--- config.mk ---
export PLATFORM = sky130hd
export DESIGN_NAME = sfx_sequencer
export DESIGN_NICKNAME = d
export VERILOG_FILES = /design/src/rtl/sfx_pkg.sv /design/src/rtl/sfx_sequencer_tone_gen.sv /design/src/rtl/sfx_sequencer.sv
export SDC_FILE = /design/constraint.sdc
export NUM_CORES = 1
export LEC_CHECK = 0
export CAP_MARGIN = 20
export CORE_MARGIN = 2
export CORE_UTILIZATION = 50
export DETAILED_ROUTE_END_ITERATION = 8
export PLACE_DENSITY = 0.77
export SLEW_MARGIN = 15
export SYNTH_ARGS = -nofsm -noshare
export SYNTH_HDL_FRONTEND = slang
export SYNTH_SLANG_ARGS = --single-unit
--- constraint.sdc ---
create_clock -name clk -period 4.05 [get_ports clk]
set_clock_uncertainty 0.15 [all_clocks]
set_input_delay 1.215 -clock clk [delete_from_list [all_inputs] [get_ports clk]]
set_output_delay 1.215 -clock clk [all_outputs]
set_load 0.05 [all_outputs]
--- src/rtl/sfx_pkg.sv ---
// Shared types, table geometry and default note tables for the pong sound-effect sequencer.
package sfx_pkg;

  localparam int unsigned N_SFX      = 3;
  localparam int unsigned MAX_NOTES  = 4;
  localparam int unsigned HALF_W     = 20;
  localparam int unsigned DUR_W      = 8;
  localparam int unsigned SFX_W      = 2;
  localparam int unsigned NOTE_IDX_W = 2;

  typedef enum logic [SFX_W-1:0] {
    SFX_PADDLE = 2'd0,
    SFX_WALL   = 2'd1,
    SFX_SCORE  = 2'd2
  } sfx_e;

  // half_period == 0 terminates an effect's note list
  typedef struct packed {
    logic [HALF_W-1:0] half_period;
    logic [DUR_W-1:0]  dur;
  } note_t;

  typedef note_t      [MAX_NOTES-1:0] sfx_notes_t;
  typedef sfx_notes_t [N_SFX-1:0]     sfx_table_t;

  typedef enum logic [2:0] {
    ST_IDLE,
    ST_LOAD,
    ST_PLAY,
    ST_GAP,
    ST_DONE
  } state_e;

  // Default tones for a 50 MHz clock and 1 ms ticks
  function automatic sfx_table_t default_table();
    sfx_table_t t;
    t = '0;
    t[0][0] = '{half_period: 20'd54466,  dur: 8'd10};   // paddle ~459 Hz
    t[1][0] = '{half_period: 20'd113636, dur: 8'd16};   // wall   ~220 Hz
    t[2][0] = '{half_period: 20'd113636, dur: 8'd50};   // score  rising arpeggio
    t[2][1] = '{half_period: 20'd75758,  dur: 8'd50};
    t[2][2] = '{half_period: 20'd56818,  dur: 8'd100};
    return t;
  endfunction

  localparam sfx_table_t SFX_TABLE = default_table();

  // Highest set request bit; score outranks wall outranks paddle
  function automatic logic [SFX_W-1:0] top_sfx(input logic [N_SFX-1:0] p);
    logic [SFX_W-1:0] idx;
    idx = '0;
    for (int unsigned i = 0; i < N_SFX; i++) begin
      if (p[i]) idx = SFX_W'(i);
    end
    return idx;
  endfunction

endpackage

--- src/rtl/sfx_sequencer_tone_gen.sv ---
// Square-wave tone generator: toggles sq every half_period cycles while enabled.
module tone_gen
  import sfx_pkg::*;
(
  input  logic              clk,
  input  logic              reset_n,
  input  logic              clear,
  input  logic              en,
  input  logic [HALF_W-1:0] half_period,
  output logic              sq
);

  logic [HALF_W-1:0] cnt_q, cnt_d;
  logic              sq_q, sq_d;

  // Half-period counter and output toggle
  always_comb begin
    cnt_d = cnt_q;
    sq_d  = sq_q;
    if (clear || !en) begin
      cnt_d = '0;
      sq_d  = 1'b0;
    end else if (cnt_q == half_period - HALF_W'(1)) begin
      cnt_d = '0;
      sq_d  = ~sq_q;
    end else begin
      cnt_d = cnt_q + HALF_W'(1);
    end
  end

  // State registers
  always_ff @(posedge clk or negedge reset_n) begin
    if (!reset_n) begin
      cnt_q <= '0;
      sq_q  <= 1'b0;
    end else begin
      cnt_q <= cnt_d;
      sq_q  <= sq_d;
    end
  end

  assign sq = sq_q;

endmodule

--- src/rtl/sfx_sequencer.sv ---
// Pong sound-effect sequencer: latches effect requests, grants by fixed priority and
// plays the granted effect's note table through a square-wave tone generator.
// Optional build macro SFX_PREEMPT_EN: a strictly higher-priority pending effect aborts
// the one currently playing (no done pulse for the aborted effect).
module sfx_sequencer
  import sfx_pkg::*;
#(
  parameter int unsigned CLK_HZ     = 50_000_000,
  parameter int unsigned TICK_HZ    = 1000,
  parameter int unsigned GAP_TICKS  = 10,
  parameter sfx_table_t  NOTE_TABLE = SFX_TABLE
) (
  input  logic             clk,
  input  logic             reset_n,
  input  logic [N_SFX-1:0] req,
  output logic             busy,
  output logic             done,
  output logic [SFX_W-1:0] cur_sfx,
  output logic             sound
);

  localparam int unsigned TICK_DIV = CLK_HZ / TICK_HZ;
  localparam int unsigned PRESC_W  = (TICK_DIV > 1) ? $clog2(TICK_DIV) : 1;
  localparam int unsigned TCNT_W   = 16;
  localparam int unsigned GAP_LAST = (GAP_TICKS == 0) ? 0 : GAP_TICKS - 1;

  state_e                state_q, state_d;
  logic [N_SFX-1:0]      pending_q, pending_d;
  logic [SFX_W-1:0]      cur_sfx_q, cur_sfx_d;
  logic [NOTE_IDX_W-1:0] note_idx_q, note_idx_d;
  logic [PRESC_W-1:0]    presc_q, presc_d;
  logic [TCNT_W-1:0]     tcnt_q, tcnt_d;
  logic                  busy_q, busy_d;
  logic                  done_q, done_d;

  note_t                 note_c;
  logic [DUR_W-1:0]      dur_last_c;
  logic [SFX_W-1:0]      grant_c;
  logic                  tick_c;
  logic                  tone_clear_c;
  logic                  tone_en_c;

  // Current note lookup; a zero duration still plays for one tick
  always_comb begin
    note_c     = NOTE_TABLE[cur_sfx_q][note_idx_q];
    dur_last_c = (note_c.dur == '0) ? '0 : note_c.dur - DUR_W'(1);
    grant_c    = top_sfx(pending_q);
    tick_c     = (presc_q == PRESC_W'(TICK_DIV - 1));
  end

  // Next-state, pending latch, tick counting and output decode
  always_comb begin
    state_d      = state_q;
    pending_d    = pending_q | req;
    cur_sfx_d    = cur_sfx_q;
    note_idx_d   = note_idx_q;
    presc_d      = presc_q;
    tcnt_d       = tcnt_q;
    tone_clear_c = 1'b0;

    if (state_q == ST_PLAY || state_q == ST_GAP) begin
      presc_d = tick_c ? '0 : presc_q + PRESC_W'(1);
      if (tick_c) tcnt_d = tcnt_q + TCNT_W'(1);
    end

    unique case (state_q)
      ST_IDLE: begin
        if (pending_q != '0) begin
          cur_sfx_d  = grant_c;
          note_idx_d = '0;
          pending_d  = (pending_q & ~(N_SFX'(1) << grant_c)) | req;
          state_d    = ST_LOAD;
        end
      end
      ST_LOAD: begin
        if (note_c.half_period == '0) begin
          state_d = ST_DONE;
        end else begin
          presc_d      = '0;
          tcnt_d       = '0;
          tone_clear_c = 1'b1;
          state_d      = ST_PLAY;
        end
      end
      ST_PLAY: begin
        if (tick_c && tcnt_q == TCNT_W'(dur_last_c)) begin
          tcnt_d  = '0;
          state_d = ST_GAP;
        end
      end
      ST_GAP: begin
        if (tick_c && tcnt_q == TCNT_W'(GAP_LAST)) begin
          tcnt_d = '0;
          if (note_idx_q == NOTE_IDX_W'(MAX_NOTES - 1)) begin
            state_d = ST_DONE;
          end else begin
            note_idx_d = note_idx_q + NOTE_IDX_W'(1);
            state_d    = ST_LOAD;
          end
        end
      end
      ST_DONE: state_d = ST_IDLE;
      default: state_d = ST_IDLE;
    endcase

`ifdef SFX_PREEMPT_EN
    if ((state_q == ST_PLAY || state_q == ST_GAP) && pending_q != '0 && grant_c > cur_sfx_q) begin
      cur_sfx_d  = grant_c;
      note_idx_d = '0;
      tcnt_d     = '0;
      pending_d  = (pending_q & ~(N_SFX'(1) << grant_c)) | req;
      state_d    = ST_LOAD;
    end
`endif

    busy_d    = (state_d != ST_IDLE);
    done_d    = (state_d == ST_DONE);
    // Dropping enable on the last PLAY cycle silences the speaker exactly as PLAY ends
    tone_en_c = (state_q == ST_PLAY) && (state_d == ST_PLAY);
  end

  // State registers
  always_ff @(posedge clk or negedge reset_n) begin
    if (!reset_n) begin
      state_q    <= ST_IDLE;
      pending_q  <= '0;
      cur_sfx_q  <= '0;
      note_idx_q <= '0;
      presc_q    <= '0;
      tcnt_q     <= '0;
      busy_q     <= 1'b0;
      done_q     <= 1'b0;
    end else begin
      state_q    <= state_d;
      pending_q  <= pending_d;
      cur_sfx_q  <= cur_sfx_d;
      note_idx_q <= note_idx_d;
      presc_q    <= presc_d;
      tcnt_q     <= tcnt_d;
      busy_q     <= busy_d;
      done_q     <= done_d;
    end
  end

  tone_gen u_tone_gen (
    .clk         (clk),
    .reset_n     (reset_n),
    .clear       (tone_clear_c),
    .en          (tone_en_c),
    .half_period (note_c.half_period),
    .sq          (sound)
  );

  assign busy    = busy_q;
  assign done    = done_q;
  assign cur_sfx = cur_sfx_q;

endmodule
==> run metrics <==
ANT nets after route 0; Core Util, Final 56.0%; Ant. Diodes 0; status finished clean; DP HPWL 6760 microns; first-pass GRT wire length 16000 microns; Core Region 8220 sq um; combinational share of power 1.3%; first drt pass iteration count 5; Worst setup EP type flop; Initial Util 51.4%; Rel. slew slack 39.2%; Leak 1.99 nW; Layout Nets 498; CP Launch Type flop; initial antenna violation count 0; R2R setup slack 410 ps; RSZ-0062 raised after global routing no; final setup violation count 0; share of power burned in registers 47.7%; Worst Hold Class reg -> reg; pre-CTS setup slack 447 ps; initial DRC count 227; Synth Instances 480; Vias/cell 5.99; worst setup path class reg -> reg; number of global-route vias before repair 3487; Synth top area share 38.5%; # rows 33; CTS tree done; gr usage total 22.5%; Final Cycle Share 90.0%; Power Total 1.36 mW; Post-Layout Cell Count 592; Max clock buf depth 2; via count 3544; Min Hold Slack 396 ps; Worst Max-Slew Pin Slew 912 ps; top_reg_cell synth dfrtp_1; Switching Fraction 20.6%; clock tree root buffer cell clkbuf_8; die area 9190 sq um; worst-path fanout max 14; clk sinks 65; setup TNS 0 ps; maxcap violations 0; post-synth net total 496; final RePlAce weighted congestion 0.915; Post-Place Cell Area 4350 sq um; die width 95.9 microns; largest net degree at the start of global routing 41; max-slew violation count 0; YS warnings 0; placed cell count 576; Num CTS Buffers 9; Post-Route WL 9590 microns; WP data arrival 3770 ps; Peak Freq 274 MHz; Top Ports 10; required time of the critical path 4180 ps; clock-pin transition on the worst setup and hold timing paths 70 ps; CTS resizes 0; Net Switching 280 uW; maximum VDD drop 0.000170 V; ranking of synthesized cells by area dfrtp_1 (39%), xor2_1 (6.6%), nor2_1 (4.9%); global route overflow 0; Final Hold Viols 0; register area share after synthesis 38.5%; setup bufs post-CTS 0; clock share of power 51.0%; Hold Buf Count CTS 0; per-cell routed wire length 16.2 microns; Layout area overhead 9.10%; Yosys top cell by area dfrtp_1; setup ws final 406 ps; FILL cells 720; clk_lat worst skew 350 ps; power density cells 295 nW/um^2; Internal 1.08 mW; Synth Area per Inst 8.79 sq um; #FFs+latches synth 65; cell area after synthesis 4220 sq um; fin area 4600 sq um; Synth cell types 66; Post-route DRC 0; Synth async-reset ratio 100%; EDFF count, synth 0; layout cell share with drive strength beyond 1 7.19%; minimum clock period 3640 ps; number of I/O port buffers 9; CTS H-tree lvls 3; height of the die 95.9 microns
[area by class of cell]
type / count / area [sq um] / area share [%]
Inverter: 17 / 63.8 / 1.39
Multi-Input combinational cell: 371 / 2380 / 51.6
Sequential cell: 65 / 1630 / 35.3
Clock inverter: 6 / 115 / 2.50
Clock buffer: 10 / 138 / 2.99
Timing Repair Buffer: 18 / 153 / 3.32
Tap cell: 105 / 131 / 2.85
[state kept, by name, indices dropped and copies added, names as in the netlist]
register	count
u_tone_gen.sq	1
busy	1
pending_q	3
tcnt_q	16
done	1
cur_sfx	2
u_tone_gen.cnt_q	20
note_idx_q	2
state_q	3
presc_q	16
[metal layers]
| metal | global-route usage [%] | vias up | wire [microns] |
|---|---|---|---|
| li1 | - | 1699 | - |
| met1 | 26.4 | 1736 | 4220 |
| met2 | 39.6 | 77 | 4750 |
| met3 | 4.54 | 32 | 303 |
| met4 | 10.1 | 0 | 315 |
| met5 | 0 | - | 0 |
[power groups by stage]
stage / clock (mW) / sequential, mW / combinational, mW
2_1_floorplan: 0 / 0.661 / 0.000313
3_3_place_gp: 0 / 0.661 / 0.0179
3_5_place_dp: 0 / 0.661 / 0.0185
4_1_cts: 0.706 / 0.648 / 0.0186
5_1_grt: 0.730 / 0.648 / 0.0207
6_report: 0.694 / 0.649 / 0.0176
[synth_stat cells, types with 3 or more instances]
cell type,n
dfrtp_1,65
nor2_1,55
nor3_1,37
nand2_1,32
xor2_1,32
nand3_1,26
xnor2_1,22
inv_1,17
o21ai_0,16
and3_1,14
a21oi_1,13
nand4_1,12
ha_1,11
clkbuf_1,10
or3_1,9
buf_2,8
nor2b_1,7
a211oi_1,4
a22oi_1,4
buf_4,4
buf_6,4
mux2i_1,4
nand3b_1,4
nor4_1,4
a211o_1,3
a21o_1,3
and2_1,3
and4_1,3
nand2b_1,3
nor3b_1,3
[cells in the final DEF (no fill, tap or decap), types with 12 or more instances in the layout]
master / count
inv_1: 17
nand4_1: 12
nand2_1: 32
nor3_1: 36
dfrtp_1: 65
o21ai_0: 16
xor2_1: 32
a21oi_1: 13
xnor2_1: 22
and3_1: 14
nand3_1: 26
nor2_1: 55
[final timing paths]
path | start | endpoint | cells after the start
worst max-delay path | cur_sfx[0] | u_tone_gen.sq | 12
worst min-delay path | u_tone_gen.cnt_q[0] | u_tone_gen.cnt_q[0] | 1
worst max register to register | cur_sfx[0] | u_tone_gen.sq | 12
worst min register to register | u_tone_gen.cnt_q[0] | u_tone_gen.cnt_q[0] | 1
max in group asynchronous | reset_n | u_tone_gen.cnt_q[11] | 2
min in group asynchronous | reset_n | tcnt_q[13] | 1
[cell families (layout without fill, tap and decap cells)]
family	after synthesis	in the layout	synth area share, %
AOI/OAI and AO/OA	75	75	12.8
adders and majority gates	11	11	3.26
DFF	65	65	38.5
buffers and inverters	44	51	5.25
xor gates and xnor gates	54	54	11.2
and+or+nand+nor	227	227	28.0
muxes	4	4	0.949
[worst max-delay path, stage by stage, from the launching register on]
cell and delay [ps]:
dfrtp_1 410, inv_1 120, ha_1 430, mux2i_1 170, o21a_1 250, ha_1 270
inv_1 140, o22ai_1 100, a2111oi_0 400, nand4_1 140, a211o_1 320, or4_1 510
a21oi_1 150
Note: power is estimated with default switching activity, not from simulation.
